### src/rtl/display_scan_scheduler.sv
// Four-digit seven-segment scan scheduler: shares one segment decoder between four
// nibbles, adds per-digit PWM brightness, and swaps display contents only at frame ends.
module display_scan_scheduler #(
    parameter int DIVIDE_BY = 17
) (
    input  logic        clock,
    input  logic        reset,
    input  logic [15:0] load_data,
    input  logic        load_valid,
    output logic        load_ready,
    input  logic [3:0]  digit_mask,
    input  logic [2:0]  brightness,
    output logic [3:0]  anode,
    output logic [1:0]  digit_sel,
    output logic [3:0]  nibble,
    output logic        frame_done
);

    localparam logic [0:0] STATE_BLANK = 1'b0;
    localparam logic [0:0] STATE_RUN   = 1'b1;

    logic [DIVIDE_BY-1:0] prescale_reg;
    logic [2:0]           subslot_reg;
    logic [1:0]           slot_reg;
    logic [0:0]           state_reg;
    logic [15:0]          active_reg;
    logic [15:0]          pending_reg;
    logic                 pending_full_reg;
    logic [3:0]           mask_slot_reg;
    logic [2:0]           bright_slot_reg;
    logic [3:0]           anode_reg;
    logic [1:0]           digit_sel_reg;
    logic [3:0]           nibble_reg;
    logic                 frame_done_reg;

    logic                 tick;
    logic                 slot_end;
    logic                 commit;
    logic                 transfer;
    logic [3:0]           anode_next;
    logic [3:0]           digit_val [4];

    assign tick     = (prescale_reg == {DIVIDE_BY{1'b1}});
    assign slot_end = tick && (subslot_reg == 3'd7);
    assign commit   = slot_end && (slot_reg == 2'd3);
    assign transfer = load_valid && !pending_full_reg;

    // Each anode bit is driven low only for its own slot, and only during the on-time
    // portion of that slot as set by the brightness latched at slot start.
    generate
        for (genvar gi = 0; gi < 4; gi++) begin : g_digit
            assign digit_val[gi]  = active_reg[gi*4 +: 4];
            assign anode_next[gi] = ~((state_reg == STATE_RUN)
                                      && (slot_reg == 2'(gi))
                                      && mask_slot_reg[gi]
                                      && (subslot_reg <= bright_slot_reg));
        end
    endgenerate

    always_ff @(posedge clock) begin
        if (reset) begin
            prescale_reg     <= '0;
            subslot_reg      <= 3'd0;
            slot_reg         <= 2'd0;
            state_reg        <= STATE_BLANK;
            active_reg       <= 16'h0000;
            pending_reg      <= 16'h0000;
            pending_full_reg <= 1'b0;
            mask_slot_reg    <= digit_mask;
            bright_slot_reg  <= brightness;
            anode_reg        <= 4'b1111;
            digit_sel_reg    <= 2'd0;
            nibble_reg       <= 4'h0;
            frame_done_reg   <= 1'b0;
        end else begin
            prescale_reg <= prescale_reg + 1'b1;
            if (tick) begin
                subslot_reg <= subslot_reg + 3'd1;
                if (subslot_reg == 3'd7) begin
                    slot_reg <= slot_reg + 2'd1;
                end
            end

            // Latch display settings as the next digit slot begins.
            if (slot_end) begin
                mask_slot_reg   <= digit_mask;
                bright_slot_reg <= brightness;
            end

            anode_reg      <= anode_next;
            digit_sel_reg  <= slot_reg;
            nibble_reg     <= digit_val[slot_reg];
            frame_done_reg <= commit;

            if (commit && pending_full_reg) begin
                active_reg <= pending_reg;
                state_reg  <= STATE_RUN;
            end

            // A transfer is only possible with pending empty, so it never collides with
            // a commit that drains pending; data landing at the commit tick waits a frame.
            if (transfer) begin
                pending_reg      <= load_data;
                pending_full_reg <= 1'b1;
            end else if (commit && pending_full_reg) begin
                pending_full_reg <= 1'b0;
            end
        end
    end

    assign load_ready = ~pending_full_reg;
    assign anode      = anode_reg;
    assign digit_sel  = digit_sel_reg;
    assign nibble     = nibble_reg;
    assign frame_done = frame_done_reg;

endmodule

### config.mk
export PLATFORM = sky130hd
export DESIGN_NAME = display_scan_scheduler
export DESIGN_NICKNAME = d
export VERILOG_FILES = /design/src/rtl/display_scan_scheduler.sv
export SDC_FILE = /design/constraint.sdc
export NUM_CORES = 1
export LEC_CHECK = 0
export ABC_CLOCK_PERIOD_IN_PS = 2050
export CORE_UTILIZATION = 35
export CTS_CLUSTER_SIZE = 30
export DETAILED_ROUTE_END_ITERATION = 10
export GPL_TIMING_DRIVEN = 0
export SKIP_LAST_GASP = 1
export SLEW_MARGIN = 30
export SYNTH_ARGS = -nofsm -noshare
export SYNTH_HDL_FRONTEND = slang
export SYNTH_SLANG_ARGS = --single-unit
### constraint.sdc
create_clock -name clock -period 2.05 [get_ports clock]
set_input_delay 0.41 -clock clock [delete_from_list [all_inputs] [get_ports clock]]
set_output_delay 0.41 -clock clock [all_outputs]
set_load 0.1 [all_outputs]
* Yosys cells after proc, flatten, opt, wreduce, memory -nomap -nowiden *
Cells that the tools add are included.
Widths: inputs -> output; s select.

word-level totals
  register bits = 74
  output and inout port bits = 12
  word-level logic and storage cells = 59

operators by class
  add/subtract/negate cells = 3
  $lt $le $gt $ge = 2
  equal/unequal tests = 5
  mux-type cells = 9
  bitwise gates (word level) = 6
  reduce and logical (&&, ||, !) cells = 21

operator list
  cell                   count
  $add 17x1->17 const B  1
  $eq 17x17->1 const B   1
  $logic_and 1x1->1      16
  $mux 4                 4
  $bmux 4 s2             1
  $mux 3                 2
  $not 1->1              5
  $eq 2x2->1 const B     2
  $reduce_bool 2->1      2
  $add 3x1->3 const B    1
  $eq 3x3->1 const B     1
  $ge 3x3->1 const B     1
  $le 3x3->1             1
  $not 2->3              1
  $add 2x1->2 const B    1
  $eq 2x1->1 const B     1
  $logic_not 2->1        1
  $mux 1                 2
  $reduce_and 2->1       1
  $logic_not 1->1        1

* Logic depth before layout (Yosys ltp) *
Gate-level depths: netlist of run 1.

  word-level depth = 6
  depth in mapped cells = 12

* Worst setup path before layout of run 1 *
Ideal clock, no wire load.

  kind = flip-flop to flip-flop
  from = reg prescale_reg[0]
  to = reg active_reg[10]
  arrival time = 2.059 ns
  slack = -0.126 ns
  cell stages (with the launch flop) = 12
  cells stage by stage = dfxtp_1 ha_1 nand4_4 nor2_1 and3_1 ha_1 buf_4 nand4_1 nor2b_1 buf_6 buf_6 a22o_1

between the ends
  word-level cells in the longest chain between the ends = 4

RTL lines
  what                    line  text
  start, declared         22    logic [DIVIDE_BY-1:0] prescale_reg;
  start signal, assigned  76    prescale_reg <= prescale_reg + 1'b1;
  $eq 17x17->1            43    assign tick = (prescale_reg == {DIVIDE_BY{1'b1}});
  $logic_and 1x1->1       44    assign slot_end = tick && (subslot_reg == 3'd7);
  $logic_and 1x1->1       45    assign commit = slot_end && (slot_reg == 2'd3);
  $logic_and 1x1->1       95    if (commit && pending_full_reg) begin
  end signal, assigned    96    active_reg <= pending_reg;
  end, declared           26    logic [15:0] active_reg;

Every way passes these cells.
A chain may end at the register's enable or synchronous reset.

* Worst setup path in the final report of run 1 *
  from = reg prescale_reg[8]
  to = reg active_reg[7]

The elaborated chain is that of the path after synthesis.

==> results.md, run 1 <==
* Die width at 92.16 microns
* Worst slew pin tran at 0.9708 ns
* Worst endpoint data arrival time at 2.28 ns
* Post-synthesis sequential area ratio at 54.53%
* Worst vdd ir at between 300 and 400 uV
* Core Box Area at 7807 sq um
* Crit-path leading delay family: simple AND/OR/NAND/NOR gates
* # clock sinks at 74
* H-tree levels at 3
* CTS buffer count at 9
* Fillers at around 780
* Slowest cell on crit path: dfxtp_2
* Cells after Synth at 271
* GRT Overall Usage at 14.94%
* Worst-path fanout max at 10
* Row count at 32
* Largest net degree at the start of global routing at 12
* Clock transition at path regs at 0.07 ns
* Yosys reg bits at 74
* Max-cap violations at 0
* Status: finished clean
* Via-to-Cell Ratio at 4.682
* RSZ-0062 raised after global routing: true
* Final setup violation count at 0
* Slew Viols, Final at 0
* Synth Flop Type: dfxtp_1
* I/O pin count at 38
* Worst path max stage delay at 0.39 ns
* HP Class: reg2reg
* Worst Skew at 0.007831 ns
* Flip-flop count of the largest register after layout at 17
* Mux cell area share after synthesis at 4.222%
* Final Hold Viols at 0
* Clock Path Buffers at 2
* Final nets at 364
* Area share of the largest cell type after synthesis at ~47%
* PwrDens at 718.5 nW/um^2
* Synth Area in XOR/XNOR at 4.617%
* Async S/R FF share, synth at 0%
* Compound-Gate Fraction of Synth Area at 8.487%
* Largest family of logic cells by synthesized area: simple AND/OR/NAND/NOR gates
* IO Port Bufs at 37
* Cell depth of the worst hold path at 1
* Number of antenna violations at the first check in global routing at 0
* Critical path type: reg2reg
* Syn avg cell area at 10.50 sq um
* Relative slew slack at 35.54%
* Drt initial violations at 38
* Stages on worst setup path at 11
* Synthesized net count at 308
* DIE AREA at 8493 sq um
* Number of vias in the routed layout at between 2000 and 2500
* WP buf/inv at 3
* Vias in the first global route at about 2000
* Most used cell along the critical path: buf_6
* Worst Path Required at 2.33 ns
* CP Launch Type: flip-flop
* Area contributors post-synth: dfxtp_1 47%, edfxtp_1 7.4%, nand2_1 5.0%
* Clk Tree Root Cell: clkbuf_8
* Fraction of layout cells with a size suffix above 1 at 17.47%
* Leakage power at approximately 0.0014 uW
* Starting Density at a little over a third
* Antenna-violating nets left at 0
* Total gr overflow at 0
* First-pass GRT wire length at 9660 microns
* Top cells by count, synth: 67 x dfxtp_1, 38 x nand2_1, 22 x nor2_1, 18 x a21oi_1, 15 x a22o_1
* Final non-filler cell total at 434
* Simple-Gate Fraction of Synth Area at about a fifth
* Number of diodes at 0
* Util after Layout at 46.17%
* Dpl hpwl at 3878 microns
* Worst reg2reg path depth at 11
* Worst-Skew Late Latency at roughly 0.34 ns
* Syn Std Cell Area at 2845 sq um
* Critical path, cell by cell: nand4_4, nor2_1, and3_4, ha_2, buf_6, nand2_2, nor2b_2, and2_1, buf_6, buf_6, a22o_1
* Pre-antenna DRT Iters at 4
* Wire length per cell at 12.82 microns
* Post-synth top area cell: dfxtp_1
* Hold Buf Count CTS at 0
* Drc violations at 0
* Fin crit share at 97.49%
* Yosys warns at 0
* WL final at 5566 microns
* Most instantiated library cell after synthesis: dfxtp_1
* Fraction of the mapped netlist area in adder cells at 4.837%
* Die height at 92.16 microns
* Fin crit period at between 1.5 and 2 ns
* Clock tree from TritonCTS: done
* Crit end category: flip-flop
* Synth-to-Final Area Change at 26.69%
* GP Congestion at around 0.7
* EDFF count, synth at 7
* Distinct cells, synth at 34
* Dpl cells at ~400
* Fmax at ~0.5 GHz
==> worst paths after layout <==
kind                                end  slack (ns)                        from
min                 anode[3]$_SDFF_PP1_        0.39      state_reg$_SDFFE_PP0P_
max reg2reg  active_reg[7]$_SDFFE_PP0P_        0.05  prescale_reg[8]$_SDFF_PP0_
min reg2reg         anode[3]$_SDFF_PP1_        0.39      state_reg$_SDFFE_PP0P_
max          active_reg[7]$_SDFFE_PP0P_        0.05  prescale_reg[8]$_SDFF_PP0_
==> cell families (layout without fill, tap and decap cells) <==
family,Yosys count,after routing
AO/OA/AOI/OAI,36,36
flip-flops,74,74
buffers and inverters,23,84
AND/OR/NAND/NOR,105,105
multiplexers,7,7
XOR/XNOR,15,15
adder cells (fa/ha/maj),11,11
==> repair_timing <==
item                       4_1_cts  5_1_grt
resized for setup               20       15
pin swaps                        2        3
setup buffers                    7        2
setup endpoints to repair       36       25
==> report_power, final <==
group,switching [uW],internal [uW]
sequential,21.2,1490
combinational,79.2,78.2
clock,489,430
==> stage by stage <==
| step | setup TNS, ns | area [sq um] | total power (uW) | worst slack, ns | hold WS (ns) |
|---|---|---|---|---|---|
| 3_3_place_gp | -5.111 | 3361 | 1697 | -0.4638 | 0.3820 |
| 3_5_place_dp | -5.927 | 3361 | 1701 | -0.4988 | 0.3855 |
| 5_1_grt | -0.5376 | 3605 | 2721 | -0.07327 | 0.4097 |
| 2_1_floorplan | 0 | 2863 | 1621 | 0.007255 | 0.3658 |
| 6_report | 0 | 3605 | 2590 | 0.05149 | 0.3924 |
| 4_1_cts | -0.01529 | 3575 | 2632 | -0.01529 | 0.3982 |
==> area by class of cell <==
class / count / area (sq um) / share of cell area [%]
buffer: 13 / 87.58 / 2.430
clock buffer: 12 / 135.1 / 3.749
clock inverter: 4 / 18.77 / 0.5207
inverter: 9 / 33.78 / 0.9372
multi-input combinational: 174 / 1217 / 33.77
sequential: 74 / 1565 / 43.42
tap: 102 / 127.6 / 3.540
timing repair buffer: 46 / 419.2 / 11.63
==> cell usage in the layout, fill, tap and decap left out, drive strengths merged, types with 12 or more instances in the layout <==
master	synthesis	routed
clkbuf	5	18
nor2b	12	12
dfxtp	67	67
xnor2	12	12
a21oi	18	18
a22o	15	15
nor2	24	24
nand2	39	39
clkdlybuf4s50	0	25
buf	9	17
==> layer usage <==
| metal | part of all wire (%) | GRT usage [%] |
|---|---|---|
| met4 | 2.3 | 6.120 |
| met2 | 46 | 22.57 |
| met1 | 47 | 18.90 |
| met3 | 5.2 | 5.970 |
| met5 | 0 | 0 |
Note: power is estimated with default switching activity, not from simulation.
==> run 2: changes to the inputs <==
--- a/config.mk
+++ b/config.mk
@@ -7,7 +7,7 @@
 export LEC_CHECK = 0
 export ABC_CLOCK_PERIOD_IN_PS = 2050
 export CORE_UTILIZATION = 35
-export CTS_CLUSTER_SIZE = 30
+export CTS_CLUSTER_SIZE = 20
 export DETAILED_ROUTE_END_ITERATION = 10
 export GPL_TIMING_DRIVEN = 0
 export SKIP_LAST_GASP = 1
==> results of run 2 <==
The final DEF is identical to that of run 1; final timing and power are the same.
